### config.mk
export PLATFORM = sky130hd
export DESIGN_NAME = counter_cmd_arbiter
export DESIGN_NICKNAME = d
export VERILOG_FILES = /design/src/rtl/counter_cmd_arbiter.sv
export SDC_FILE = /design/constraint.sdc
export NUM_CORES = 1
export LEC_CHECK = 0
export ABC_AREA = 1
export CAP_MARGIN = 5
export CORE_MARGIN = 2
export CORE_UTILIZATION = 35
export CTS_CLUSTER_SIZE = 24
export DETAILED_ROUTE_END_ITERATION = 10
export GPL_TIMING_DRIVEN = 0
export PLACE_DENSITY_LB_ADDON = 0.25
export SLEW_MARGIN = 20
export SYNTH_ARGS = -nofsm -noshare
export SYNTH_HDL_FRONTEND = slang
export SYNTH_SLANG_ARGS = --single-unit
### constraint.sdc
create_clock -name clk -period 1.8 [get_ports clk]
set_input_delay 0.36 -clock clk [delete_from_list [all_inputs] [get_ports clk]]
set_output_delay 0.36 -clock clk [all_outputs]
set_load 0.05 [all_outputs]
### src/rtl/counter_cmd_arbiter.sv
// Control arbiter for the 0-9999 counter: merges button pulses and UART commands
// into registered run/mode/clear controls and echoes each applied UART byte on TX.
module counter_cmd_arbiter #(
   parameter logic [7:0] CMD_RUN   = 8'h72,
   parameter logic [7:0] CMD_MODE  = 8'h6D,
   parameter logic [7:0] CMD_CLEAR = 8'h63,
   parameter logic [7:0] NAK_BYTE  = 8'h3F,
   parameter bit         ECHO_EN   = 1'b1
) (
   input  logic       clk,
   input  logic       rst,
   input  logic       btn_r,
   input  logic       btn_d,
   input  logic       btn_l,
   input  logic       rx_done,
   input  logic [7:0] rx_data,
   input  logic       tx_busy,
   output logic       run_en,
   output logic       mode_down,
   output logic       clear,
   output logic       tx_start,
   output logic [7:0] tx_data
);

   typedef enum logic {ST_STOP, ST_RUN} ctl_t;
   typedef enum logic [1:0] {TX_IDLE, TX_START, TX_WAIT} tx_t;

   ctl_t       ctl_q, ctl_d;
   tx_t        tx_q, tx_d;
   logic       mode_q, mode_d;
   logic       clear_q, clear_d;
   logic       pend_vld_q, pend_vld_d;
   logic [7:0] pend_data_q, pend_data_d;
   logic       echo_vld_q, echo_vld_d;
   logic [7:0] echo_data_q, echo_data_d;
   logic       busy_seen_q, busy_seen_d;
   logic [7:0] tx_data_q, tx_data_d;

   logic       btn_ev, u_vld, u_known, ev_r, ev_d, ev_l, echo_pop;
   logic [7:0] u_byte;

   always_comb begin
      ctl_d       = ctl_q;
      mode_d      = mode_q;
      clear_d     = 1'b0;
      pend_vld_d  = pend_vld_q;
      pend_data_d = pend_data_q;
      echo_vld_d  = echo_vld_q;
      echo_data_d = echo_data_q;
      tx_d        = tx_q;
      busy_seen_d = busy_seen_q;
      tx_data_d   = tx_data_q;
      echo_pop    = 1'b0;
      u_vld       = 1'b0;
      u_byte      = rx_data;

      // UART source: pending slot first (older byte), buttons always win the cycle
      btn_ev = btn_r | btn_d | btn_l;
      if (btn_ev) begin
         if (rx_done) begin
            pend_vld_d  = 1'b1;
            pend_data_d = rx_data;
         end
      end else if (pend_vld_q) begin
         u_vld      = 1'b1;
         u_byte     = pend_data_q;
         pend_vld_d = rx_done;
         if (rx_done) pend_data_d = rx_data;
      end else if (rx_done) begin
         u_vld = 1'b1;
      end

      u_known = (u_byte == CMD_RUN) || (u_byte == CMD_MODE) || (u_byte == CMD_CLEAR);
      ev_r = btn_r | (u_vld & (u_byte == CMD_RUN));
      ev_d = (btn_d & ~btn_r) | (u_vld & (u_byte == CMD_MODE));
      ev_l = (btn_l & ~btn_r & ~btn_d) | (u_vld & (u_byte == CMD_CLEAR));

      if (ev_r) ctl_d = (ctl_q == ST_RUN) ? ST_STOP : ST_RUN;
      if (ev_d) mode_d = ~mode_q;
      if (ev_l && ctl_q == ST_STOP) clear_d = 1'b1;

      case (tx_q)
         TX_IDLE: begin
            if (echo_vld_q && !tx_busy) begin
               tx_d      = TX_START;
               tx_data_d = echo_data_q;
               echo_pop  = 1'b1;
            end
         end
         TX_START: begin
            tx_d        = TX_WAIT;
            busy_seen_d = 1'b0;
         end
         TX_WAIT: begin
            if (!busy_seen_q) begin
               if (tx_busy) busy_seen_d = 1'b1;
            end else if (!tx_busy) begin
               tx_d = TX_IDLE;
            end
         end
         default: tx_d = TX_IDLE;
      endcase

      if (echo_pop) echo_vld_d = 1'b0;
      // a slot freed on this same edge can take the new reply; otherwise it is dropped
      if (ECHO_EN && u_vld && (!echo_vld_q || echo_pop)) begin
         echo_vld_d  = 1'b1;
         echo_data_d = u_known ? u_byte : NAK_BYTE;
      end
   end

   always_ff @(posedge clk or posedge rst) begin
      if (rst) begin
         ctl_q       <= ST_STOP;
         mode_q      <= 1'b0;
         clear_q     <= 1'b0;
         pend_vld_q  <= 1'b0;
         pend_data_q <= 8'h00;
         echo_vld_q  <= 1'b0;
         echo_data_q <= 8'h00;
         tx_q        <= TX_IDLE;
         busy_seen_q <= 1'b0;
         tx_data_q   <= 8'h00;
      end else begin
         ctl_q       <= ctl_d;
         mode_q      <= mode_d;
         clear_q     <= clear_d;
         pend_vld_q  <= pend_vld_d;
         pend_data_q <= pend_data_d;
         echo_vld_q  <= echo_vld_d;
         echo_data_q <= echo_data_d;
         tx_q        <= tx_d;
         busy_seen_q <= busy_seen_d;
         tx_data_q   <= tx_data_d;
      end
   end

   assign run_en    = (ctl_q == ST_RUN);
   assign mode_down = mode_q;
   assign clear     = clear_q;
   assign tx_start  = (tx_q == TX_START);
   assign tx_data   = tx_data_q;

endmodule

==> results of run 1 <==
==> placed cells by master, fill, tap and decap left out <==
master | synthesis | layout
buf_6 | 3 | 3
clkdlybuf4s50_1 | 0 | 11
nand3_2 | 2 | 3
o211ai_1 | 1 | 1
dlymetal6s2s_1 | 0 | 7
nand2_2 | 5 | 7
buf_4 | 0 | 1
inv_1 | 22 | 20
mux2_2 | 6 | 6
clkinv_2 | 1 | 1
nor2_1 | 11 | 9
clkinvlp_4 | 0 | 1
clkbuf_1 | 1 | 2
dfrtp_1 | 32 | 32
a21oi_1 | 5 | 5
dlygate4sd2_1 | 0 | 7
nand3_1 | 6 | 5
nand2_1 | 86 | 84
buf_2 | 1 | 1
o21ai_0 | 20 | 19
ha_1 | 3 | 3
nor2_4 | 3 | 4
inv_2 | 3 | 5
o21ai_1 | 4 | 5
clkbuf_8 | 0 | 6
o21ai_2 | 2 | 2
nor2_2 | 3 | 5
clkdlybuf4s15_2 | 0 | 1
==> state kept, by name, indices dropped and copies added, names as in the netlist <==
register	flops
busy_seen_q	1
clear	1
echo_data_q	8
echo_vld_q	1
mode_down	1
pend_data_q	8
pend_vld_q	1
run_en	1
tx_data	8
tx_q	2
==> final cells by class <==
cell class                      count  area, um^2  share of cell area [%]
Clock buffer                        7        86.3                    3.93
Timing Repair Buffer               27         278                    12.6
Clock inverter                      1        7.51                   0.342
Tap cell                           67        83.8                    3.82
Inverter                           26        98.8                    4.50
Multi-Input combinational cell    158         800                    36.4
Buffer                              5        42.5                    1.94
Sequential cell                    32         801                    36.4
==> kinds of logic after synthesis <==
group / synth area share (%)
adder cells (fa/ha/maj): 2.19
AO/OA/AOI/OAI: 9.92
AND/OR/NAND/NOR: 29.0
buffers and inverters: 8.24
flip-flops: 46.7
multiplexers: 3.94
==> tightest hold or removal path, stage by stage <==
cell,delay (ns)
dlymetal6s2s_1,0.13
inv_2,0.06
nand3_1,0.08
a21oi_1,0.06
==> synthesized netlist by cell type (3+ instances only) <==
cell / count / area [um^2]
a21oi_1: 5 / 25.0
buf_6: 3 / 33.8
dfrtp_1: 32 / 801
ha_1: 3 / 37.5
inv_1: 22 / 82.6
inv_2: 3 / 11.3
mux2_2: 6 / 67.6
nand2_1: 86 / 323
nand2_2: 5 / 31.3
nand3_1: 6 / 30.0
nor2_1: 11 / 41.3
nor2_2: 3 / 18.8
nor2_4: 3 / 33.8
o21ai_0: 20 / 100
o21ai_1: 4 / 20.0
==> power breakdown <==
| part | internal [mW] | switching (mW) | leakage [nW] | total [mW] |
|---|---|---|---|---|
| logic | 0.343 | 0.676 | 0.739 | 1.02 |
| clock network | 0.311 | 0.271 | 0.0445 | 0.582 |
| registers | 0.908 | 0.0863 | 0.377 | 0.994 |
| total | 1.56 | 1.03 | 1.16 | 2.60 |
==> stage by stage <==
| step | instance area (um^2) | power [mW] | setup TNS, ns | setup WS, ns | std cells |
|---|---|---|---|---|---|
| finish | 2200 | 2.60 | 0 | 0.127 | 323 |
| global route | 2200 | 2.80 | 0 | 0.0514 | 323 |
| CTS | 2150 | 2.62 | 0 | 0.00303 | 321 |
| detailed placement | 2060 | 2.07 | -3.33 | -0.259 | 313 |
| global placement | 2060 | 2.04 | -5.47 | -0.235 | 313 |
| floorplan | 1720 | 1.75 | 0 | 0.402 | 220 |
==> metal layers <==
metal	share of wire (%)	track usage (%)	vias up
li1	-	-	761
met1	49	17.3	650
met2	46	23.8	25
met3	3.3	3.66	9
met4	1.9	5.45	0
met5	0	0	-
==> what timing repair did <==
action                     in CTS  in global routing
resized for setup              10                 15
setup endpoints to repair       8                 13
cloned                          0                  1
buffers inserted                0                  1
pin swaps                       0                  3
==> worst paths after layout <==
kind                       slack (ns)                          to                       start
setup / recovery                 0.13                    tx_start         tx_q[1]$_DFFE_PP0P_
hold / removal                   0.44             clear$_DFF_PP0_                       btn_d
setup reg to reg                 0.25       mode_down$_DFFE_PP0P_      pend_vld_q$_DFFE_PP0P_
hold reg to reg                  0.45  echo_data_q[5]$_DFFE_PP0P_  echo_data_q[5]$_DFFE_PP0P_
max in group asynchronous        0.86       mode_down$_DFFE_PP0P_                         rst
min in group asynchronous        0.49      pend_vld_q$_DFFE_PP0P_                         rst
==> results.txt, run 1 <==
status: finished, final reports clean
Root Buffer: clkbuf_8
htree depth: 2
Die Area: 5480 um^2
CTS Buffer Depth: 2
min Tclk post-route: 1.67 ns
Max Cap Viol: 0
Critical Path RT: 1.44 ns
period utilisation layout: 92.9%
WHS Path Cells: 4
Worst Setup End Kind: output pin
crit path launch type: flop
Final Util: 46.5%
critical path class: flop to output pin
yosys warns: 0
n_diodes: 0
WP depth: 3
post-detail-place hpwl: 2.39 mm
Lkg Pwr: 1.16 nW
gpl congestion: 0.742
drt drc: 0
CP bufs+invs: 2
core area: 4720 um^2
Synth Register Bits: 32
Hold Vio Cnt, Final: 0
layout cells sized above 1: 18.0%
Max Freq: 598 MHz
pwr/cell area: 1180 nW/um^2
Total GRT Usage: 14.1%
peak supply drop: 0.506 mV
first-pass GRT wire length: 5.87 mm
sequential area share after synthesis: 46.7%
RSZ-0062 raised after global routing: false
worst-case clock skew: 0.00778 ns
area grow syn2layout: 28.1%
Syn Nets: 238
# setup viols final: 0
asr flop ratio synth: 100%
pin count of the biggest net entering global routing: 33
CTS buffer count: 5
CP max-delay cell: dfrtp_1
Vias/cell: 4.47
peak per-stage delay on the critical path: 0.38 ns
Avg Cell Area, Syn: 7.80 um^2
worst path cell trace: inv_1 > ha_1 > clkdlybuf4s15_2
clock sink count: 32
Wirelength per Cell: 10.6 um
io pins: 27
vias in the first global route: 1,348
initial antenna violation count: 0
Die Y: 74.0 um
worst-margin pin slew: 0.680 ns
final hold slack: 0.443 ns
CTS tree: built
Synth Flop Type: dfrtp_1
row count: 25
DR pass1 iterations: 4
Worst Hold Class: input pin to flop
worst-path fanout max: 3
post-cts hold buffer count: 0
DRT iter0 DRCs: 40
clock edge transition at the registers on the reported setup and hold paths: 0.07 ns
post-route ant nets: 0
cells after synthesis: 220
Worst Reg-to-Reg Cells: 10
Slew Viols, Final: 0
Buffers on Ports: 26
cell area after synthesis: 1720 um^2
Die Width: 74.0 um
worst skew pair latency: 0.29 ns
Synth cell types: 21
DR vias: 1,445
crit-path leading delay family: buffers and inverters
Post-synth EDFFs: 0
Max-slew headroom: 54.6%
routed wire length: 3.41 mm
CP arrival: 1.31 ns
grt total ovfl: 0
Fill cells: 498
starting density of the core: 36.3%
Final #Nets: 273
No activity file was read; power rests on OpenSTA's default activity.
==> run 2: changes to the inputs <==
--- a/config.mk
+++ b/config.mk
@@ -12,6 +12,7 @@
 export CTS_CLUSTER_SIZE = 24
 export DETAILED_ROUTE_END_ITERATION = 10
 export GPL_TIMING_DRIVEN = 0
+export HOLD_SLACK_MARGIN = 0.12
 export PLACE_DENSITY_LB_ADDON = 0.25
 export SLEW_MARGIN = 20
 export SYNTH_ARGS = -nofsm -noshare
==> results of run 2 <==
The final DEF is identical to that of run 1; final timing and power are the same.
